## src/rtl/seq_detector_prog.sv

```systemverilog
// Runtime-programmable serial pattern detector (1..MAX_LEN bits), overlap/non-overlap, saturating match count.
// Optional macro SEQDET_REG_OUT_EN registers the detected pulse (one cycle later); default is a combinational Mealy output.
module seq_detector_prog #(
  parameter int                 MAX_LEN = 8,
  parameter int                 CNT_W   = 16,
  parameter logic [MAX_LEN-1:0] DEF_PAT = MAX_LEN'(8'b0000_1011),
  parameter int                 DEF_LEN = 4,
  parameter int                 LEN_W   = $clog2(MAX_LEN+1)
) (
  input  logic               clk_i,
  input  logic               rst_i,
  input  logic               in_i,
  input  logic               in_valid_i,
  input  logic               cfg_load_i,
  input  logic [MAX_LEN-1:0] cfg_pattern_i,
  input  logic [LEN_W-1:0]   cfg_len_i,
  input  logic               cfg_overlap_i,
  input  logic               cnt_clr_i,
  output logic               detected_o,
  output logic [CNT_W-1:0]   match_count_o,
  output logic               cfg_err_o
);

  localparam logic [LEN_W-1:0] MAX_FILL = LEN_W'(MAX_LEN);

  logic [MAX_LEN-1:0] pat_q, hist_q, hist_d, mask;
  logic [LEN_W-1:0]   len_q, fill_q, fill_d;
  logic               ovl_q, err_q, err_d;
  logic [CNT_W-1:0]   cnt_q, cnt_d;
  logic               accept, fill_ok, match;
  logic [LEN_W:0]     fill_inc;

  assign accept   = in_valid_i & ~cfg_load_i & ~rst_i;
  assign hist_d   = {hist_q[MAX_LEN-2:0], in_i};
  assign fill_inc = {1'b0, fill_q} + 1'b1;
  assign fill_ok  = fill_inc >= {1'b0, len_q};

  // Only the low len_q bits of the pattern take part in the compare.
  always_comb begin
    mask = '0;
    for (int i = 0; i < MAX_LEN; i++) mask[i] = (LEN_W'(i) < len_q);
  end

  assign match = accept & ~err_q & fill_ok & (((hist_d ^ pat_q) & mask) == '0);
  assign err_d = (cfg_len_i == '0) || (cfg_len_i > MAX_FILL);

  always_comb begin
    fill_d = fill_q;
    if (cfg_load_i)               fill_d = '0;
    else if (accept) begin
      if (match && !ovl_q)        fill_d = '0;
      else if (fill_q != MAX_FILL) fill_d = fill_inc[LEN_W-1:0];
    end
  end

  always_comb begin
    cnt_d = cnt_q;
    if (cnt_clr_i)                cnt_d = '0;
    else if (match && !(&cnt_q))  cnt_d = cnt_q + 1'b1;
  end

  always_ff @(posedge clk_i) begin
    if (rst_i) begin
      pat_q  <= DEF_PAT;
      len_q  <= LEN_W'(DEF_LEN);
      ovl_q  <= 1'b1;
      err_q  <= 1'b0;
      hist_q <= '0;
      fill_q <= '0;
      cnt_q  <= '0;
    end else begin
      if (cfg_load_i) begin
        pat_q  <= cfg_pattern_i;
        len_q  <= cfg_len_i;
        ovl_q  <= cfg_overlap_i;
        err_q  <= err_d;
        hist_q <= '0;
      end else if (accept) begin
        hist_q <= hist_d;
      end
      fill_q <= fill_d;
      cnt_q  <= cnt_d;
    end
  end

`ifdef SEQDET_REG_OUT_EN
  logic det_q;
  always_ff @(posedge clk_i) begin
    if (rst_i) det_q <= 1'b0;
    else       det_q <= match;
  end
  assign detected_o = det_q;
`else
  assign detected_o = match;
`endif

  assign match_count_o = cnt_q;
  assign cfg_err_o     = err_q;

endmodule
```

## config.mk

```make
export PLATFORM = sky130hd
export DESIGN_NAME = seq_detector_prog
export DESIGN_NICKNAME = d
export VERILOG_FILES = /design/src/rtl/seq_detector_prog.sv
export SDC_FILE = /design/constraint.sdc
export NUM_CORES = 1
export LEC_CHECK = 0
export ABC_AREA = 1
export CORE_MARGIN = 3
export CORE_UTILIZATION = 35
export DETAILED_ROUTE_END_ITERATION = 12
export SKIP_CTS_REPAIR_TIMING = 1
export SLEW_MARGIN = 20
export SYNTH_ARGS = -nofsm -noshare
export SYNTH_HDL_FRONTEND = slang
export SYNTH_SLANG_ARGS = --single-unit
```

## constraint.sdc

```tcl
create_clock -name clk_i -period 3.52 [get_ports clk_i]
set_clock_uncertainty 0.05 [all_clocks]
set_input_delay 0.352 -clock clk_i [delete_from_list [all_inputs] [get_ports clk_i]]
set_output_delay 0.352 -clock clk_i [all_outputs]
set_load 0.01 [all_outputs]
```

# Word level (Yosys, flattened, before mapping)
# Index checks and enable logic that the tools add are counted.
dict set report totals {
  ff_bits 41
  latchBits 0
  ramBits 0
  rom_bits 0
  in_bits 19
  output_inout_bits 18
  word_cells 44
  mem_count 0
}
dict set report classes {
  add_sub_neg 2
  multipliers 0
  div_mod_pow 0
  order_cmp 10
  n_eq_ne 1
  n_shift 0
  n_mux 2
  n_bitwise 10
  reduce_logical 12
}
# cell count
set ops {}
lappend ops {{$add A16 B1 Y16 const B} 1}
lappend ops {{$lt A3 B4 Y1 const A} 4}
lappend ops {{$reduce_and A16 Y1} 1}
lappend ops {{$and A8 B8 Y8} 1}
lappend ops {{$logic_not A8 Y1} 1}
lappend ops {{$lt A1 B4 Y1 const A} 2}
lappend ops {{$lt A2 B4 Y1 const A} 2}
lappend ops {{$mux W4} 2}
lappend ops {{$xor A8 B8 Y8} 1}
lappend ops {{$add A4 B1 Y5 const B} 1}
lappend ops {{$and A1 B1 Y1} 5}
lappend ops {{$ge A5 B4 Y1} 1}
lappend ops {{$gt A4 B4 Y1 const B} 1}
lappend ops {{$logic_not A4 Y1} 1}
lappend ops {{$ne A4 B4 Y1 const B} 1}
lappend ops {{$reduce_or A2 Y1} 2}
lappend ops {{$not A1 Y1} 3}
lappend ops {{$logic_and A1 B1 Y1} 2}
lappend ops {{$logic_not A1 Y1} 2}
lappend ops {{$reduce_and A2 Y1} 1}
lappend ops {{$reduce_bool A2 Y1} 1}
lappend ops {{$logic_or A1 B1 Y1} 1}

# Logic depth before layout (Yosys ltp)
# Gate-level depths: netlist of run 1.
dict set report logic_depth {
  word_depth 9
  depth_mapped 13
  mapped_depth_nobuf 13
}

# Least setup slack after synthesis of run 1
# No wires, ideal clock.
dict set report synth_path {
  kind {register to output}
  start {reg fill_q[0]}
  end {out detected_o}
  arrival_time_ns 1.686
  required_time_ns 3.118
  setup_slack_ns 1.432
  stages_incl_launch_ff 11
  n_path_buf 2
  path_cell_list {dfxtp_1 -> ha_1 -> xor2_1 -> ha_1 -> nand2_1 -> inv_1 -> a21oi_1 -> nor2_1 -> and2_1 -> buf_6 -> buf_6}
}
dict set report synth_between {
  elab_chain_len 4
}
# item line_no
set synth_lines {}
lappend synth_lines {{start, declared} 27} ;# logic [LEN_W-1:0] len_q, fill_q, fill_d;
lappend synth_lines {{start signal, assigned} 81} ;# fill_q <= fill_d;
lappend synth_lines {{$add A4 B1 Y5} 35} ;# assign fill_inc = {1'b0, fill_q} + 1'b1;
lappend synth_lines {{$ge A5 B4 Y1} 36} ;# assign fill_ok = fill_inc >= {1'b0, len_q};
lappend synth_lines {{$and A1 B1 Y1 (2 in series)} 44} ;# assign match = accept & ~err_q & fill_ok & (((hist_d ^ pat_q) & mask) == '0);
lappend synth_lines {{end, declared} 19} ;# output logic detected_o,
# No other way between the ends.

# Worst setup path after layout of run 1
# Same ends and word-level chain as after synthesis.

==> results of run 1 <==
-- how the worst max path moves through the flow --
stage            endpoint  slack, ps  cells past startpoint
2_1_floorplan  detected_o       1430                     10
3_3_place_gp   detected_o        900                      7
3_5_place_dp   detected_o        900                      8
4_1_cts        detected_o        630                      9
5_1_grt        detected_o        500                      9
6_report       detected_o        660                      9
-- per-layer routing --
metal	track usage, %	vias to the layer above	routed length [µm]
met1	20.2	922	2720
li1	-	1123	-
met5	0	-	0
met4	6.94	0	91
met2	23.5	31	2370
met3	2.95	7	176
-- metrics by stage --
stage	area (µm²)	utilization [%]	cells
3_3_place_gp	2680	44.0	433
2_1_floorplan	2270	-	328
6_report	2820	46.2	441
3_5_place_dp	2680	44.0	433
4_1_cts	2820	46.2	441
5_1_grt	2820	46.2	441
-- final cells by class --
class                      count  area [µm²]
clock inverter                 3        65.1
clock buffer                   5        68.8
sequential                    41         821
multi-input combinational    231        1210
inverter                      47         176
fill                         647        3280
tap                           75        93.8
timing repair buffer          39         383
-- cells by family after synthesis --
kind of cell / after synthesis / share of synthesized area [%]
buffers and inverters: 56 / 10.6
adders and majority gates: 7 / 3.86
and+or+nand+nor: 147 / 29.0
DFF: 41 / 36.2
xor gates and xnor gates: 19 / 7.33
AOI/OAI and AO/OA: 58 / 13.0
-- power by group through the flow --
stage,combinational [mW],sequential [mW],clock [mW]
after floorplan,0.0658,0.499,0
after global placement,0.105,0.502,0
after detailed placement,0.106,0.502,0
after CTS,0.107,0.491,0.467
after global routing,0.123,0.493,0.485
final,0.106,0.491,0.451
-- critical path: cells and delay by family, from the launching register on --
| kind | cells | cell delay (ps) |
|---|---|---|
| buf+inv | 2 | 620 |
| fa+ha+maj | 2 | 600 |
| simple gates | 4 | 480 |
| flops | 1 | 420 |
| compound gates | 1 | 60 |
-- cells in the mapped netlist --
| cell | number |
|---|---|
| nand2_1 | 69 |
| inv_1 | 47 |
| dfxtp_1 | 41 |
| a21oi_1 | 32 |
| nand3_1 | 30 |
| nor2_1 | 28 |
| o21ai_0 | 23 |
| xor2_1 | 16 |
| ha_1 | 7 |
| nor3_1 | 7 |
| buf_6 | 4 |
| clkbuf_1 | 4 |
| nand2_2 | 4 |
| xnor2_1 | 3 |
| a211oi_1 | 2 |
| nand3_2 | 2 |
| nor2_2 | 2 |
| nor2_4 | 2 |
| and2_1 | 1 |
| buf_2 | 1 |
| nand4_1 | 1 |
| nor3_4 | 1 |
| o21ai_1 | 1 |
-- flip-flops by register name, summed over array words and instances (netlist names) --
register,count
cfg_err_o,1
fill_q,4
pat_q,8
ovl_q,1
match_count_o,16
len_q,4
hist_q,7
==> impl_results.rst, run 1 <==
.. list-table::
   :header-rows: 1

   * - Metric
     - Value
   * - CTS Sinks
     - 41
   * - Post-synth top area share
     - 36.2%
   * - Internal power summed over all cells
     - 0.808 mW
   * - Effective utilization at floorplan
     - 37.2%
   * - Yosys Warn Count
     - 0
   * - Vias in the first global route
     - 2015
   * - Max_cap viols
     - 0
   * - Clock latency of the later-clocked register in the worst-skew pair
     - 290 ps
   * - Cell with the largest stage delay on the worst path
     - clkdlybuf4s50_1
   * - Half-perimeter wire length after placement
     - 4030 µm
   * - Max VDD drop
     - 227 µV
   * - Cell types with the largest area share after synthesis
     - dfxtp_1, nand2_1, inv_1
   * - Worst reg-to-reg setup slack
     - 1250 ps
   * - Arrival time of the worst setup path
     - 2460 ps
   * - Series of cell instances along the critical path
     - inv_1 -> ha_1 -> ha_1 -> nand2_1 -> nand2_1 -> a21oi_1 -> nor2_1 -> and2_1 -> clkdlybuf4s50_1
   * - Final count of pins violating max slew
     - 0
   * - Cell type with the largest total area after synthesis
     - dfxtp_1
   * - Instance count of the mapped netlist
     - 328
   * - Unrepaired setup endpoints after global routing
     - no
   * - Crit path capture type
     - output port
   * - Combinational cell fraction of total power
     - 10.1%
   * - Synth-to-layout area growth
     - 24.0%
   * - Final Hold Slack
     - 426 ps
   * - Number of iterations in the first detailed-routing pass
     - 4
   * - Timing startpoint of the critical path
     - fill_q[0]$_SDFFE_PP0P_
   * - Cts bufs inserted
     - 5
   * - Final critical delay including setup and external delays
     - 2860 ps
   * - Die outline height
     - 86.5 µm
   * - # DRC
     - 0
   * - Drt via density
     - 4.72
   * - Number of placement rows
     - 28
   * - Class of the most critical hold timing path
     - reg2reg
   * - Final Net Count
     - 391
   * - Part of the total power dissipated in sequential elements
     - 46.9%
   * - Clock group share of total power
     - 43.0%
   * - Worst setup slack after layout
     - 655 ps
   * - Peak fanout along the critical path
     - 6
   * - Hold violation total from the final report
     - 0
   * - Buffers on Ports
     - 36
   * - Routed wirelength normalized by instance count
     - 12.1 µm
   * - Standard cell core area
     - 6100 µm²
   * - WP data required
     - 3120 ps
   * - Worst rel slew slack
     - 69.2%
   * - Hold Path Stages
     - 2
   * - Setup-violating endpoint count in the final report
     - 0
   * - Max incr delay on CP
     - 550 ps
   * - Number of placed I/O pins
     - 37
   * - Initial antenna violation count
     - 0
   * - Total nets after synthesis
     - 354
   * - Result of the run
     - complete, no violations
   * - Area of the die
     - 7490 µm²
   * - CP Class
     - reg2out
   * - CTS root buffer
     - clkbuf_8
   * - Number of cells traversed by the worst register-to-register path
     - 10
   * - Final TNS setup
     - 0 ps
   * - Post-Route WL
     - 5350 µm
   * - Period utilization
     - 81.4%
   * - Maximum buffer depth of the clock tree
     - 2
   * - Switching fraction of total power
     - 22.9%
   * - Number of design-rule violations left by the first detailed-router iteration
     - 83
   * - Pre-CTS setup slack
     - 899 ps
   * - Antenna cell count
     - 0
   * - Synthesized area per cell
     - 6.92 µm²
   * - Type of origin of the critical path
     - register
   * - Die X
     - 86.5 µm
   * - CTS tree
     - done
   * - Post-synthesis instance area
     - 2270 µm²
   * - Total power after layout
     - 1.05 mW
   * - Reg-to-reg critical path startpoint
     - fill_q[0]$_SDFFE_PP0P_
   * - Pin count of the biggest net entering global routing
     - 18
   * - Remaining antenna violation count after routing
     - 0
   * - Total of flip-flops plus latches after synthesis
     - 41
   * - RD Place Congestion
     - 0.859
   * - Net switching power figure
     - 0.240 mW
   * - Sum of overflow across all layers after global routing
     - 0
   * - Achievable Freq
     - 349 MHz
   * - Hold Path End
     - ovl_q$_SDFFE_PP1P_
   * - Level count of the clock H-tree
     - 2
   * - Power per standard cell area
     - 372 nW/µm²
   * - Fraction of the yosys area taken by sequential cells
     - 36.2%
   * - Commonest non-fill, non-tap cell in the layout
     - nand2_1
   * - Wire length of the first global-routing pass
     - 9050 µm
   * - Global routing usage summed across all routing layers
     - 15.1%
   * - Leakage power total
     - 1.16 nW
   * - Share of post-route cells with drive strength above 1
     - 6.01%
   * - Least-Margin Pin Slew
     - 461 ps
   * - Synth unique cells
     - 23
   * - Clk slew on worst S/H paths
     - 80 ps
   * - Launch point of the worst hold path
     - ovl_q$_SDFFE_PP1P_
   * - Capturing point of the worst reg2reg path
     - match_count_o[0]$_SDFFE_PP0P_
   * - Total number of vias
     - 2083
   * - Highest-count cells in the layout ignoring fill and taps
     - nand2_1, inv_1, dfxtp_1, clkdlybuf4s50_1, a21oi_1
(Power assumes the default switching activity.)
==> run 2, diff against run 1 <==
clock period = 2.5 ns   (was 3.52 ns; I/O delays follow)
==> impl_results.rst, run 2 (same netlist as run 1, synthesis figures left out) <==
.. list-table::
   :header-rows: 1

   * - Metric
     - Value
   * - Result of the run
     - complete, no violations
   * - Total number of vias
     - 2098 (+0.72%)
   * - # DRC
     - 0 (unchanged)
   * - Filler cell count
     - 648 (+0.15%)
   * - Worst setup slack after layout
     - 213 ps (-442 ps)
   * - Buffers on Ports
     - 36 (unchanged)
   * - Commonest non-fill, non-tap cell in the layout
     - nand2_1
   * - Die X
     - 86.5 µm (unchanged)
   * - Number of placed I/O pins
     - 37 (unchanged)
   * - Sum of overflow across all layers after global routing
     - 0 (unchanged)
   * - Least-Margin Pin Slew
     - 442 ps (-18.7 ps)
   * - Post-Route WL
     - 5160 µm (-3.5%)
   * - Worst rel slew slack
     - 70.5% (+1.2 points)
   * - Pre-CTS setup slack
     - 116 ps (-783 ps)
   * - Achievable Freq
     - 437 MHz
   * - Half-perimeter wire length after placement
     - 3970 µm (-1.6%)
   * - Hold violation total from the final report
     - 0 (unchanged)
   * - Max VDD drop
     - 292 µV (+29%)
   * - Number of cells traversed by the worst register-to-register path
     - 11 (+1)
   * - Die outline height
     - 86.5 µm (unchanged)
   * - Clk slew on worst S/H paths
     - 80 ps (about the same)
   * - Area taken by flip-flops and latches
     - 823 µm² (+0.30%)
   * - Initial antenna violation count
     - 0 (unchanged)
   * - RD Place Congestion
     - 0.818 (-4.7%)
   * - Clock latency of the later-clocked register in the worst-skew pair
     - 290 ps (about the same)
   * - Standard cell core area
     - 6100 µm² (unchanged)
   * - Worst reg-to-reg setup slack
     - 280 ps (-970 ps)
   * - CTS tree
     - done
   * - Part of the total power dissipated in sequential elements
     - 46.9% (about the same)
   * - Period utilization
     - 91.5%
   * - Final Net Count
     - 395 (+1.0%)
   * - Routed wirelength normalized by instance count
     - 11.6 µm (-4.4%)
   * - Antenna cell count
     - 0 (unchanged)
   * - CP Class
     - reg2out
   * - Maximum buffer depth of the clock tree
     - 2 (unchanged)
   * - Pin count of the biggest net entering global routing
     - 18 (unchanged)
   * - Number of placement rows
     - 28 (unchanged)
   * - Combinational cell fraction of total power
     - 10.4% (+0.3 points)
   * - Wire length of the first global-routing pass
     - 8790 µm (-2.9%)
   * - Vias in the first global route
     - 1950 (-3.2%)
   * - Final count of pins violating max slew
     - 0 (unchanged)
   * - Type of origin of the critical path
     - register
   * - Leakage power total
     - 1.20 nW (+3.3%)
   * - CTS Sinks
     - 41 (unchanged)
   * - Number of iterations in the first detailed-routing pass
     - 4 (unchanged)
   * - Cts bufs inserted
     - 5 (unchanged)
   * - Class of the most critical hold timing path
     - reg2reg
   * - Share of post-route cells with drive strength above 1
     - 7.84% (+1.8 points)
   * - Hold Path End
     - ovl_q$_SDFFE_PP1P_
   * - Max_cap viols
     - 0 (unchanged)
   * - Level count of the clock H-tree
     - 2 (unchanged)
   * - Max FFs per register
     - 16 (unchanged)
   * - Multi-input gate area
     - 1210 µm² (+0.62%)
   * - CTS root buffer
     - clkbuf_8
   * - Clock group share of total power
     - 42.7% (-0.3 points)
   * - Effective utilization at floorplan
     - 37.2% (unchanged)
   * - Setup-violating endpoint count in the final report
     - 0 (unchanged)
   * - Drt via density
     - 4.71 (-0.19%)
   * - Global routing usage summed across all routing layers
     - 14.6% (-0.52 points)
   * - Unrepaired setup endpoints after global routing
     - no
   * - Net switching power figure
     - 0.334 mW (+39%)
   * - Arrival time of the worst setup path
     - 1990 ps (-470 ps)
   * - Total power after layout
     - 1.48 mW (+41%)
   * - Highest-count cells in the layout ignoring fill and taps
     - nand2_1, inv_1, dfxtp_1, clkdlybuf4s50_1, a21oi_1
   * - Final critical delay including setup and external delays
     - 2290 ps
   * - WP data required
     - 2200 ps (-920 ps)
   * - Power per standard cell area
     - 516 nW/µm² (+39%)
   * - Crit path capture type
     - output port
   * - Launch point of the worst hold path
     - ovl_q$_SDFFE_PP1P_
   * - Capturing point of the worst reg2reg path
     - match_count_o[1]$_SDFFE_PP0P_
   * - Switching fraction of total power
     - 22.6% (-0.30 points)
   * - Reg-to-reg critical path startpoint
     - fill_q[0]$_SDFFE_PP0P_
   * - Number of design-rule violations left by the first detailed-router iteration
     - 64 (-23%)
   * - Internal power summed over all cells
     - 1.14 mW (+41%)
   * - Remaining antenna violation count after routing
     - 0 (unchanged)
   * - Hold Path Stages
     - 2 (unchanged)
   * - Area of the die
     - 7490 µm² (unchanged)
   * - Synth-to-layout area growth
     - 25.9%
   * - Peak fanout along the critical path
     - 4 (-2)
run 2: worst max-delay path by stage:
| stage | depth (start not counted) | start | endpoint | slack [ps] |
|---|---|---|---|---|
| after global placement | 9 | fill_q[0]$_SDFFE_PP0P_ | detected_o | 140 |
| final | 9 | fill_q[2]$_SDFFE_PP0P_ | detected_o | 210 |
| after detailed placement | 9 | fill_q[0]$_SDFFE_PP0P_ | detected_o | 120 |
| after floorplan | 12 | fill_q[0]$_SDFFE_PP0P_ | match_count_o[1]$_SDFFE_PP0P_ | 490 |
| after global routing | 11 | fill_q[0]$_SDFFE_PP0P_ | match_count_o[1]$_SDFFE_PP0P_ | 40 |
| after CTS | 9 | fill_q[0]$_SDFFE_PP0P_ | detected_o | -220 |
run 2: worst max-delay path, stage by stage (launching register included):
cell and delay [ps]:
dfxtp_2 390, nand3_1 100, xor2_1 190, ha_1 280, a21oi_1 130, nand2_1 60, a21oi_1 110, nor2_1 60
and2_1 190, dlymetal6s2s_1 180
run 2: stage by stage:
| stage | utilization [%] | area, µm² | cells | TNS (ps) | hold slack, ps |
|---|---|---|---|---|---|
| floorplan | - | 2270 | 328 | 0 | 324 |
| global placement | 44.5 | 2710 | 437 | 0 | 413 |
| detailed placement | 44.5 | 2710 | 437 | 0 | 420 |
| CTS | 46.7 | 2850 | 445 | -215 | 432 |
| global route | 46.9 | 2860 | 445 | 0 | 452 |
| finish | 46.9 | 2860 | 445 | 0 | 426 |
run 2: area by class of cell:
| type | count | area share (%) |
|---|---|---|
| inverters | 47 | 6.17 |
| repair buffers | 43 | 14.5 |
| clock buffers | 5 | 2.41 |
| clock inverters | 3 | 2.28 |
| well taps | 75 | 3.28 |
| multi-input cells | 231 | 42.5 |
| flip-flops and latches | 41 | 28.8 |
run 2: power by group through the flow:
| stage | clock network (mW) | logic [mW] | registers (mW) |
|---|---|---|---|
| global placement | 0 | 0.153 | 0.707 |
| finish | 0.630 | 0.153 | 0.692 |
| global route | 0.685 | 0.175 | 0.695 |
| detailed placement | 0 | 0.154 | 0.707 |
| floorplan | 0 | 0.0926 | 0.702 |
| CTS | 0.648 | 0.155 | 0.692 |
run 2: per-layer routing:
metal  share of wire [%]  track usage (%)
met1                  52             20.0
met2                  43             23.1
met3                 3.6             3.52
met4                 1.1             3.97
met5                   0                0
==> run 3, diff against run 2 <==
==> constraint.sdc (replaced) <==
create_clock -name clk_i -period 2.5 [get_ports clk_i]
set_clock_uncertainty 0.05 [all_clocks]
set_input_delay 0.625 -clock clk_i [delete_from_list [all_inputs] [get_ports clk_i]]
set_output_delay 0.625 -clock clk_i [all_outputs]
set_load 0.01 [all_outputs]
==> impl_results.rst, run 3 (same netlist as run 1, synthesis figures left out) <==
.. list-table::
   :header-rows: 1

   * - Metric
     - Value
   * - Violated checks
     - negative setup slack
   * - Synth-to-layout area growth
     - 33.0%
   * - Clock latency of the later-clocked register in the worst-skew pair
     - 290 ps (about the same)
   * - # DRC
     - 0 (unchanged)
   * - Post-Route WL
     - 5180 µm (+0.33%)
   * - Multi-input gate area
     - 1260 µm² (+3.9%)
   * - Number of placement rows
     - 28 (unchanged)
   * - Number of design-rule violations left by the first detailed-router iteration
     - 82 (+28%)
   * - Clk slew on worst S/H paths
     - 80 ps (about the same)
   * - Total power after layout
     - 1.42 mW (-3.9%)
   * - Standard cell core area
     - 6100 µm² (unchanged)
   * - Max_cap viols
     - 0 (unchanged)
   * - Max FFs per register
     - 16 (unchanged)
   * - Final count of pins violating max slew
     - 0 (unchanged)
   * - Effective utilization at floorplan
     - 37.2% (unchanged)
   * - Maximum buffer depth of the clock tree
     - 2 (unchanged)
   * - RD Place Congestion
     - 0.832 (+1.7%)
   * - Level count of the clock H-tree
     - 2 (unchanged)
   * - Area of the die
     - 7490 µm² (unchanged)
   * - CTS Sinks
     - 41 (unchanged)
   * - Setup-violating endpoint count in the final report
     - 1 (+1)
   * - CTS root buffer
     - clkbuf_8
   * - Die outline height
     - 86.5 µm (unchanged)
   * - WP data required
     - 1820 ps (-380 ps)
   * - Remaining antenna violation count after routing
     - 0 (unchanged)
   * - Wire length of the first global-routing pass
     - 8630 µm (-1.8%)
   * - Number of iterations in the first detailed-routing pass
     - 4 (unchanged)
   * - Final TNS setup
     - -66.9 ps (-66.9 ps)
   * - Crit path capture type
     - output port
   * - Vias in the first global route
     - 1946 (-0.21%)
   * - Arrival time of the worst setup path
     - 1890 ps (-100 ps)
   * - CTS tree
     - done
   * - Achievable Freq
     - 390 MHz (-11%)
   * - Period utilization
     - 103% (+11 points)
   * - Max VDD drop
     - 246 µV (-16%)
   * - Hold violation total from the final report
     - 0 (unchanged)
   * - Share of post-route cells with drive strength above 1
     - 13.8% (+5.9 points)
   * - Die X
     - 86.5 µm (unchanged)
   * - Cts bufs inserted
     - 5 (unchanged)
   * - Initial antenna violation count
     - 0 (unchanged)
   * - Final critical delay including setup and external delays
     - 2570 ps (+280 ps)
   * - Filler cell count
     - 636 (-1.9%)
   * - Half-perimeter wire length after placement
     - 3980 µm (+0.39%)
   * - Pin count of the biggest net entering global routing
     - 16 (-2)
   * - Commonest non-fill, non-tap cell in the layout
     - nand2_1
   * - Power per standard cell area
     - 470 nW/µm² (-9.0%)
   * - Drt via density
     - 4.70 (-0.36%)
   * - Highest-count cells in the layout ignoring fill and taps
     - nand2_1, inv_1, dfxtp_1, clkdlybuf4s50_1, a21oi_1
   * - Worst rel slew slack
     - 72.0% (+1.5 points)
   * - Antenna cell count
     - 0 (unchanged)
   * - Class of the most critical hold timing path
     - reg2reg
   * - Unrepaired setup endpoints after global routing
     - yes
   * - Area taken by flip-flops and latches
     - 827 µm² (+0.46%)
   * - Leakage power total
     - 1.27 nW (+5.6%)
   * - Result of the run
     - finished with violations
   * - Least-Margin Pin Slew
     - 420 ps (-22.5 ps)
   * - Type of origin of the critical path
     - register
   * - Global routing usage summed across all routing layers
     - 14.3% (-0.31 points)
   * - Worst setup slack after layout
     - -66.9 ps (-280 ps)
   * - CP Class
     - reg2out
   * - Final Net Count
     - 410 (+3.8%)
   * - Peak fanout along the critical path
     - 4 (unchanged)
   * - Routed wirelength normalized by instance count
     - 11.3 µm (-2.9%)
   * - Number of placed I/O pins
     - 37 (unchanged)
   * - Total number of vias
     - 2161 (+3.0%)
   * - Sum of overflow across all layers after global routing
     - 0 (unchanged)
   * - Buffers on Ports
     - 36 (unchanged)
## run 3: path summary, 6_finish.rpt
kind	startpoint	slack (ps)	depth (start not counted)	to
worst max-delay path	fill_q[1]$_SDFFE_PP0P_	-70	9	detected_o
worst min-delay path	ovl_q$_SDFFE_PP1P_	420	2	ovl_q$_SDFFE_PP1P_
worst max register to register	fill_q[1]$_SDFFE_PP0P_	350	13	match_count_o[14]$_SDFFE_PP0P_
worst min register to register	ovl_q$_SDFFE_PP1P_	420	2	ovl_q$_SDFFE_PP1P_
## run 3: per-stage QoR
stage	area (µm²)	hold WS (ps)	worst slack, ps	utilization (%)	cells
2_1_floorplan	2270	386	139	-	328
3_3_place_gp	2820	409	-624	46.3	450
3_5_place_dp	2820	414	-619	46.3	450
4_1_cts	2940	426	-626	48.2	458
5_1_grt	3020	452	-188	49.5	460
6_report	3020	416	-66.9	49.5	460
## run 3: layer usage
layer  wire length [µm]  track usage [%]  up-vias
met5                  0                0        -
met1               2630             20.3      958
li1                   -                -     1155
met3                225             2.95        5
met2               2280             22.0       43
met4                 48             3.82        0
## run 3: cell type report
class / instances / share of cell area (%)
well taps: 75 / 3.11
inverters: 47 / 5.85
clock inverters: 1 / 0.995
clock buffers: 7 / 2.86
flip-flops and latches: 41 / 27.4
multi-input cells: 231 / 41.8
repair buffers: 58 / 18.0
## run 3: power breakdown
group	leakage, nW	internal (mW)	switching, mW
Sequential	0.337	0.674	0.0163
Combinational	0.870	0.0842	0.0888
Clock	0.0585	0.326	0.228
Total	1.27	1.08	0.333
## run 3: critical path, stage by stage, from the launching register on
cell     delay (ps)
dfxtp_2         370
nand3_4          90
xor2_2          180
ha_1            320
a21oi_2         130
nand2_1          70
a21oi_2         110
nor2_2           60
and2_4          150
buf_6           120
